## config.mk

```make
export PLATFORM = sky130hd
export DESIGN_NAME = data_mem_responder
export DESIGN_NICKNAME = d
export VERILOG_FILES = /design/src/rtl/mem_pkg.sv /design/src/rtl/dmem_array.sv /design/src/rtl/data_mem_responder.sv
export SDC_FILE = /design/constraint.sdc
export NUM_CORES = 2
export LEC_CHECK = 0
export CAP_MARGIN = 10
export CORE_UTILIZATION = 53
export DETAILED_ROUTE_END_ITERATION = 7
export GPL_ROUTABILITY_DRIVEN = 0
export PLACE_DENSITY_LB_ADDON = 0.12
export SETUP_SLACK_MARGIN = 0.5
export SLEW_MARGIN = 20
export SYNTH_ARGS = -nofsm -noshare
export SYNTH_HDL_FRONTEND = slang
export SYNTH_SLANG_ARGS = --single-unit
```

## constraint.sdc

```tcl
create_clock -name clock -period 17.5 [get_ports clock]
set_input_delay 4.375 -clock clock [delete_from_list [all_inputs] [get_ports clock]]
set_output_delay 4.375 -clock clock [all_outputs]
set_load 0.01 [all_outputs]
```

## src/rtl/mem_pkg.sv

```systemverilog
// Shared definitions for the data-side memory responder: FSM encoding,
// datapath widths and the byte-address to word-index mapping.
package mem_pkg;

  localparam int unsigned MEM_WORD_W = 16;
  localparam int unsigned MEM_ADDR_W = 16;

  typedef enum logic [1:0] {
    IDLE = 2'd0,
    WAIT = 2'd1,
    ACK  = 2'd2
  } state_t;

  function automatic logic [MEM_ADDR_W-2:0] word_index(input logic [MEM_ADDR_W-1:0] addr);
    return addr[MEM_ADDR_W-1:1];
  endfunction

endpackage

```

## src/rtl/dmem_array.sv

```systemverilog
// Single-port synchronous RAM, DEPTH x 16, registered read. No reset on the
// array or the read register; the top level masks rdata when it is not valid.
module dmem_array
  import mem_pkg::*;
#(
  parameter int unsigned DEPTH = 256,
  parameter int unsigned IDX_W = 8
) (
  input  logic                  clock,
  input  logic                  en,
  input  logic                  we,
  input  logic [IDX_W-1:0]      idx,
  input  logic [MEM_WORD_W-1:0] wdata,
  output logic [MEM_WORD_W-1:0] rdata
);

  logic [MEM_WORD_W-1:0] mem_q [DEPTH];
  logic [MEM_WORD_W-1:0] rdata_q;

  always_ff @(posedge clock) begin
    if (en) begin
      if (we) begin
        mem_q[idx] <= wdata;
      end else begin
        rdata_q <= mem_q[idx];
      end
    end
  end

  assign rdata = rdata_q;

endmodule

```

## src/rtl/data_mem_responder.sv

```systemverilog
// Word-organised data memory behind a single-outstanding req/ack handshake,
// with a programmable number of wait states between acceptance and ack.
module data_mem_responder
  import mem_pkg::*;
#(
  parameter int unsigned DEPTH       = 256,
  parameter int unsigned WAIT_STATES = 1
) (
  input  logic                  clock,
  input  logic                  reset_n,
  input  logic                  req,
  input  logic                  we,
  input  logic [MEM_ADDR_W-1:0] addr,
  input  logic [MEM_WORD_W-1:0] wdata,
  output logic                  ack,
  output logic [MEM_WORD_W-1:0] rdata,
  output logic                  err,
  output logic                  busy
);

  localparam int unsigned IDX_W = (DEPTH > 1) ? $clog2(DEPTH) : 1;

  state_t                state_q, state_d;
  logic [3:0]            cnt_q, cnt_d;
  logic                  we_q, we_d;
  logic [MEM_ADDR_W-1:0] addr_q, addr_d;
  logic [MEM_WORD_W-1:0] wdata_q, wdata_d;
  logic                  err_q, err_d;
  logic                  rd_valid_q, rd_valid_d;

  logic                  acc_we;
  logic [MEM_ADDR_W-1:0] acc_addr;
  logic [MEM_WORD_W-1:0] acc_wdata;
  logic [MEM_ADDR_W-2:0] acc_idx;
  logic                  acc_legal;
  logic                  enter_ack;
  logic [MEM_WORD_W-1:0] ram_rdata;

  always_comb begin
    state_d    = state_q;
    cnt_d      = cnt_q;
    we_d       = we_q;
    addr_d     = addr_q;
    wdata_d    = wdata_q;
    err_d      = err_q;
    rd_valid_d = rd_valid_q;
    acc_we     = we_q;
    acc_addr   = addr_q;
    acc_wdata  = wdata_q;
    enter_ack  = 1'b0;

    // With zero wait states the access happens on the accepting edge, so the
    // live request fields feed the array instead of the latched copies.
    unique case (state_q)
      IDLE: begin
        if (req) begin
          we_d      = we;
          addr_d    = addr;
          wdata_d   = wdata;
          cnt_d     = 4'(WAIT_STATES);
          acc_we    = we;
          acc_addr  = addr;
          acc_wdata = wdata;
          if (WAIT_STATES == 0) begin
            state_d   = ACK;
            enter_ack = 1'b1;
          end else begin
            state_d = WAIT;
          end
        end
      end
      WAIT: begin
        cnt_d = cnt_q - 4'd1;
        if (cnt_q <= 4'd1) begin
          state_d   = ACK;
          enter_ack = 1'b1;
        end
      end
      ACK: begin
        state_d = IDLE;
        err_d   = 1'b0;
      end
      default: state_d = IDLE;
    endcase

    acc_idx   = word_index(acc_addr);
    acc_legal = !acc_addr[0] && (32'(acc_idx) < DEPTH);

    if (enter_ack) begin
      err_d      = !acc_legal;
      rd_valid_d = acc_legal && !acc_we;
    end
  end

  always_ff @(posedge clock or negedge reset_n) begin
    if (!reset_n) begin
      state_q    <= IDLE;
      cnt_q      <= '0;
      we_q       <= 1'b0;
      addr_q     <= '0;
      wdata_q    <= '0;
      err_q      <= 1'b0;
      rd_valid_q <= 1'b0;
    end else begin
      state_q    <= state_d;
      cnt_q      <= cnt_d;
      we_q       <= we_d;
      addr_q     <= addr_d;
      wdata_q    <= wdata_d;
      err_q      <= err_d;
      rd_valid_q <= rd_valid_d;
    end
  end

  dmem_array #(
    .DEPTH(DEPTH),
    .IDX_W(IDX_W)
  ) u_array (
    .clock(clock),
    .en   (enter_ack && acc_legal),
    .we   (acc_we),
    .idx  (acc_idx[IDX_W-1:0]),
    .wdata(acc_wdata),
    .rdata(ram_rdata)
  );

  // rdata only reflects the array after a legal read; writes and errors read 0.
  assign rdata = rd_valid_q ? ram_rdata : '0;
  assign ack   = (state_q == ACK);
  assign busy  = (state_q != IDLE);
  assign err   = err_q;

endmodule

```

==> metrics.csv <==
stage,metric,value,unit
yosys,post_synth.cell_area_avg,13.75,µm²
floorplan,pin_count,55,
layout,synthToLayoutAreaGrowth,12.06,%
cts,cts_max_level,5,
grt,grt.overflow.total,0,
setup_path,cp_slowest_stage_delay,750,ps
worst_hold_path,hold_start,addr_q[15]$_DFF_PN0_,
setup_path,worstSetupEndpointType,flop,
timing,layout_min_cycle_time,10090,ps
yosys,synth_top_area_share,76.27,%
setup_path,crit_fanout,187,
yosys,synth_fp_nets,11810,
run,max-cap-violations,0,
setup_path,cp_common_cell,buf_12,
yosys,synth_warnings,0,
yosys,yosysSeqAreaShare,76.91,%
timing,setup_tns,0,ps
power,pwr-share-clk,27.7,%
cts,clock_sinks,4153,
cts,cts-root-buf,clkbuf_16,
timing,rsz0062_at_grt,false,
layout,drive_above_1_share,9.758,%
power,intPower,19750,µW
cts,insertion_delay,970,ps
layout,fin_nets,11910,
drt,vias,102400,
power,total_leakage_power,0.05918,µW
setup_path,crit_path_cell_trace,clkdlybuf4s50_1 -> or3b_4 -> a21boi_4 -> buf_4 -> buf_12 -> buf_12 -> buf_4 -> buf_12 -> a21oi_1 -> a22oi_1 -> o2111ai_1 -> nand4_1 -> a2111oi_2 -> nand4_1,
drt,drc,0,
power,share_comb_of_total_power,32.4,%
setup_path,slowest_stage,buf_4,
timing,fmax,99.11,MHz
floorplan,dieArea,0.3077,mm²
layout,layout.cells.most_common,edfxtp_1,
timing,skew,53.73,ps
setup_path,worstSetupPathType,primary input to flop,
floorplan,dieWidth,554.7,µm
power,switching_share,37.54,%
timing,setup_viol_count_final,0,
cts,post_cts.resized_instances,0,
setup_path,required,18320,ps
place,dp_hpwl,271000,µm
place,io_buffers,54,
cts,cts_setup_buffers,0,
cts,cts_tree,yes,
floorplan,initial_core_util,53.38,%
power,ir_worst_vdd,0.0001978,V
yosys,ys_ff_latch,4153,
cts,clock_path_buffers,4,
floorplan,fp.dieH,554.7,µm
cts,cts_hold_buffers,0,
yosys,synth-edff-count,4112,
drt,viasPerCell,6.321,
power,p_switching,11870,µW
outcome,status,"finished, final reports clean",
grt,grt_max_degree,193,
setup_path,crit_family,buffers and inverters,
layout,final_cell_area,0.1814,mm²
cts,numCtsBuffers,422,
yosys,async_flop_share,0.9872,%
timing,slew_headroom,19.23,%
grt,antenna_found_initial,16,
power,power_frac_seq,39.9,%
timing,tightest_slew,1212,ps
setup_path,cp_num_buf_inv,6,
place,placed_cells,15430,
yosys,synthCells,11770,
floorplan,rows,202,
timing,holdWs,488.6,ps
yosys,ys_types,59,
timing,period_share,57.65,%
setup_path,cp_data_arrival_time,10910,ps
power,power.density,174.3,mW/mm²
drt,finalWirelength,475300,µm
drt,first_iter_violations,13800,
drt,avgRoutedWirePerCell,29.33,µm
drt,drtAntennaViolNets,0,
worst_hold_path,hp-class,flop to flop,
setup_path,r2r_start,state_q[0]$_DFFE_PN0P_,
drt,dr.pass1.iters,7,
yosys,synthFlopType,edfxtp_1,
yosys,yosys.area.top_type,edfxtp_1,
layout,final_util,59.82,%
layout,final_cell_mix,"edfxtp_1, nand2_1, a21oi_1",
timing,hold_viol_final,0,
place,placed_area,0.1680,mm²
layout,fillers,23030,
timing,drv_slew,0,
cts,clk_pin_slew,60,ps
floorplan,core,0.3033,mm²
grt,grt_pass1_vias,96510,
layout,final_cells,16200,
setup_path,startpoint,req,
yosys,synth_area_leaders,"edfxtp_1, nand2_1, a21oi_1",
grt,grt_usage,30.41,%
grt,grt_pass1_wl,681400,µm
yosys,netlist_area,0.1619,mm²
setup_path,start_kind,primary input,
[metal layers]
metal | track usage, % | part of all wire, %
met1 | 41.54 | 39
met4 | 15.15 | 5.5
met3 | 4.856 | 8.9
met5 | 0 | 0.012
met2 | 47.76 | 47
[power by group through the flow]
stage,Combinational [µW],Sequential [µW],Clock [µW]
final,10200,12600,8760
after floorplan,5840,13300,0
after detailed placement,10100,12800,0
after CTS,10100,12600,8840
after global placement,9900,12800,0
after global routing,10900,12600,9200
[logic make-up after synthesis]
kind of cell | synth area share [%]
simple gates | 10.86
flops | 76.91
compound gates | 9.288
buf+inv | 2.259
mux | 0.6624
fa+ha+maj | 0.01546
xor+xnor | 0.005411
[layout make-up]
class / instances / area, µm² / area share, %
sequential: 4153 / 124500 / 68.63
multi-input combinational: 6792 / 34360 / 18.94
clock buffer: 527 / 11100 / 6.119
tap: 3978 / 4977 / 2.744
timing repair buffer: 495 / 4128 / 2.275
clock inverter: 239 / 2253 / 1.242
inverter: 10 / 63.81 / 0.03517
antenna: 10 / 25.02 / 0.01379
[metrics by stage]
stage,power [µW],worst slack (ps)
2_1_floorplan,19130,7890
3_3_place_gp,22720,6804
3_5_place_dp,22940,6695
4_1_cts,31600,7710
5_1_grt,32700,7262
6_report,31620,7411
[synthesized netlist by cell type (all sizes together) (15+ instances only)]
master   number
a32oi       203
nand4       161
a21boi       16
nand2      3091
o21ai        76
edfxtp     4112
a221oi      161
buf         437
nor2        333
a31oi       165
nand3       629
and2         16
a311oi       30
o2111ai      50
a22oi       243
a41oi        33
clkbuf      379
a31o         57
a2111oi      16
a21oi      1285
mux2i        92
o21a         15
dfrtp        41
and3         16
[path summary, 6_finish.rpt]
check	slack [ps]	end	depth (start not counted)
worst max-delay path	7410	u_array.rdata[1]$_DFFE_PP_	14
worst min-delay path	490	addr_q[15]$_DFF_PN0_	2
worst max register to register	10850	u_array.rdata[1]$_DFFE_PP_	13
worst min register to register	490	addr_q[15]$_DFF_PN0_	2
max in group asynchronous	13640	addr_q[3]$_DFF_PN0_	1
min in group asynchronous	3440	wdata_q[1]$_DFF_PN0_	1
[flip-flops by register name, summed over array words and instances (netlist names)]
signal,count
u_array.mem_q,4096
addr_q,16
u_array.rdata,16
wdata_q,16
cnt_q,4
state_q,2
err,1
rd_valid_q,1
we_q,1
[worst register-to-register path: cells and delay by family (launching register included)]
family	cells	cell delay, ps
simple gates	3	1120
compound gates	5	1400
flops	1	470
buf+inv	5	3540
No activity file was read; power rests on OpenSTA's default activity.
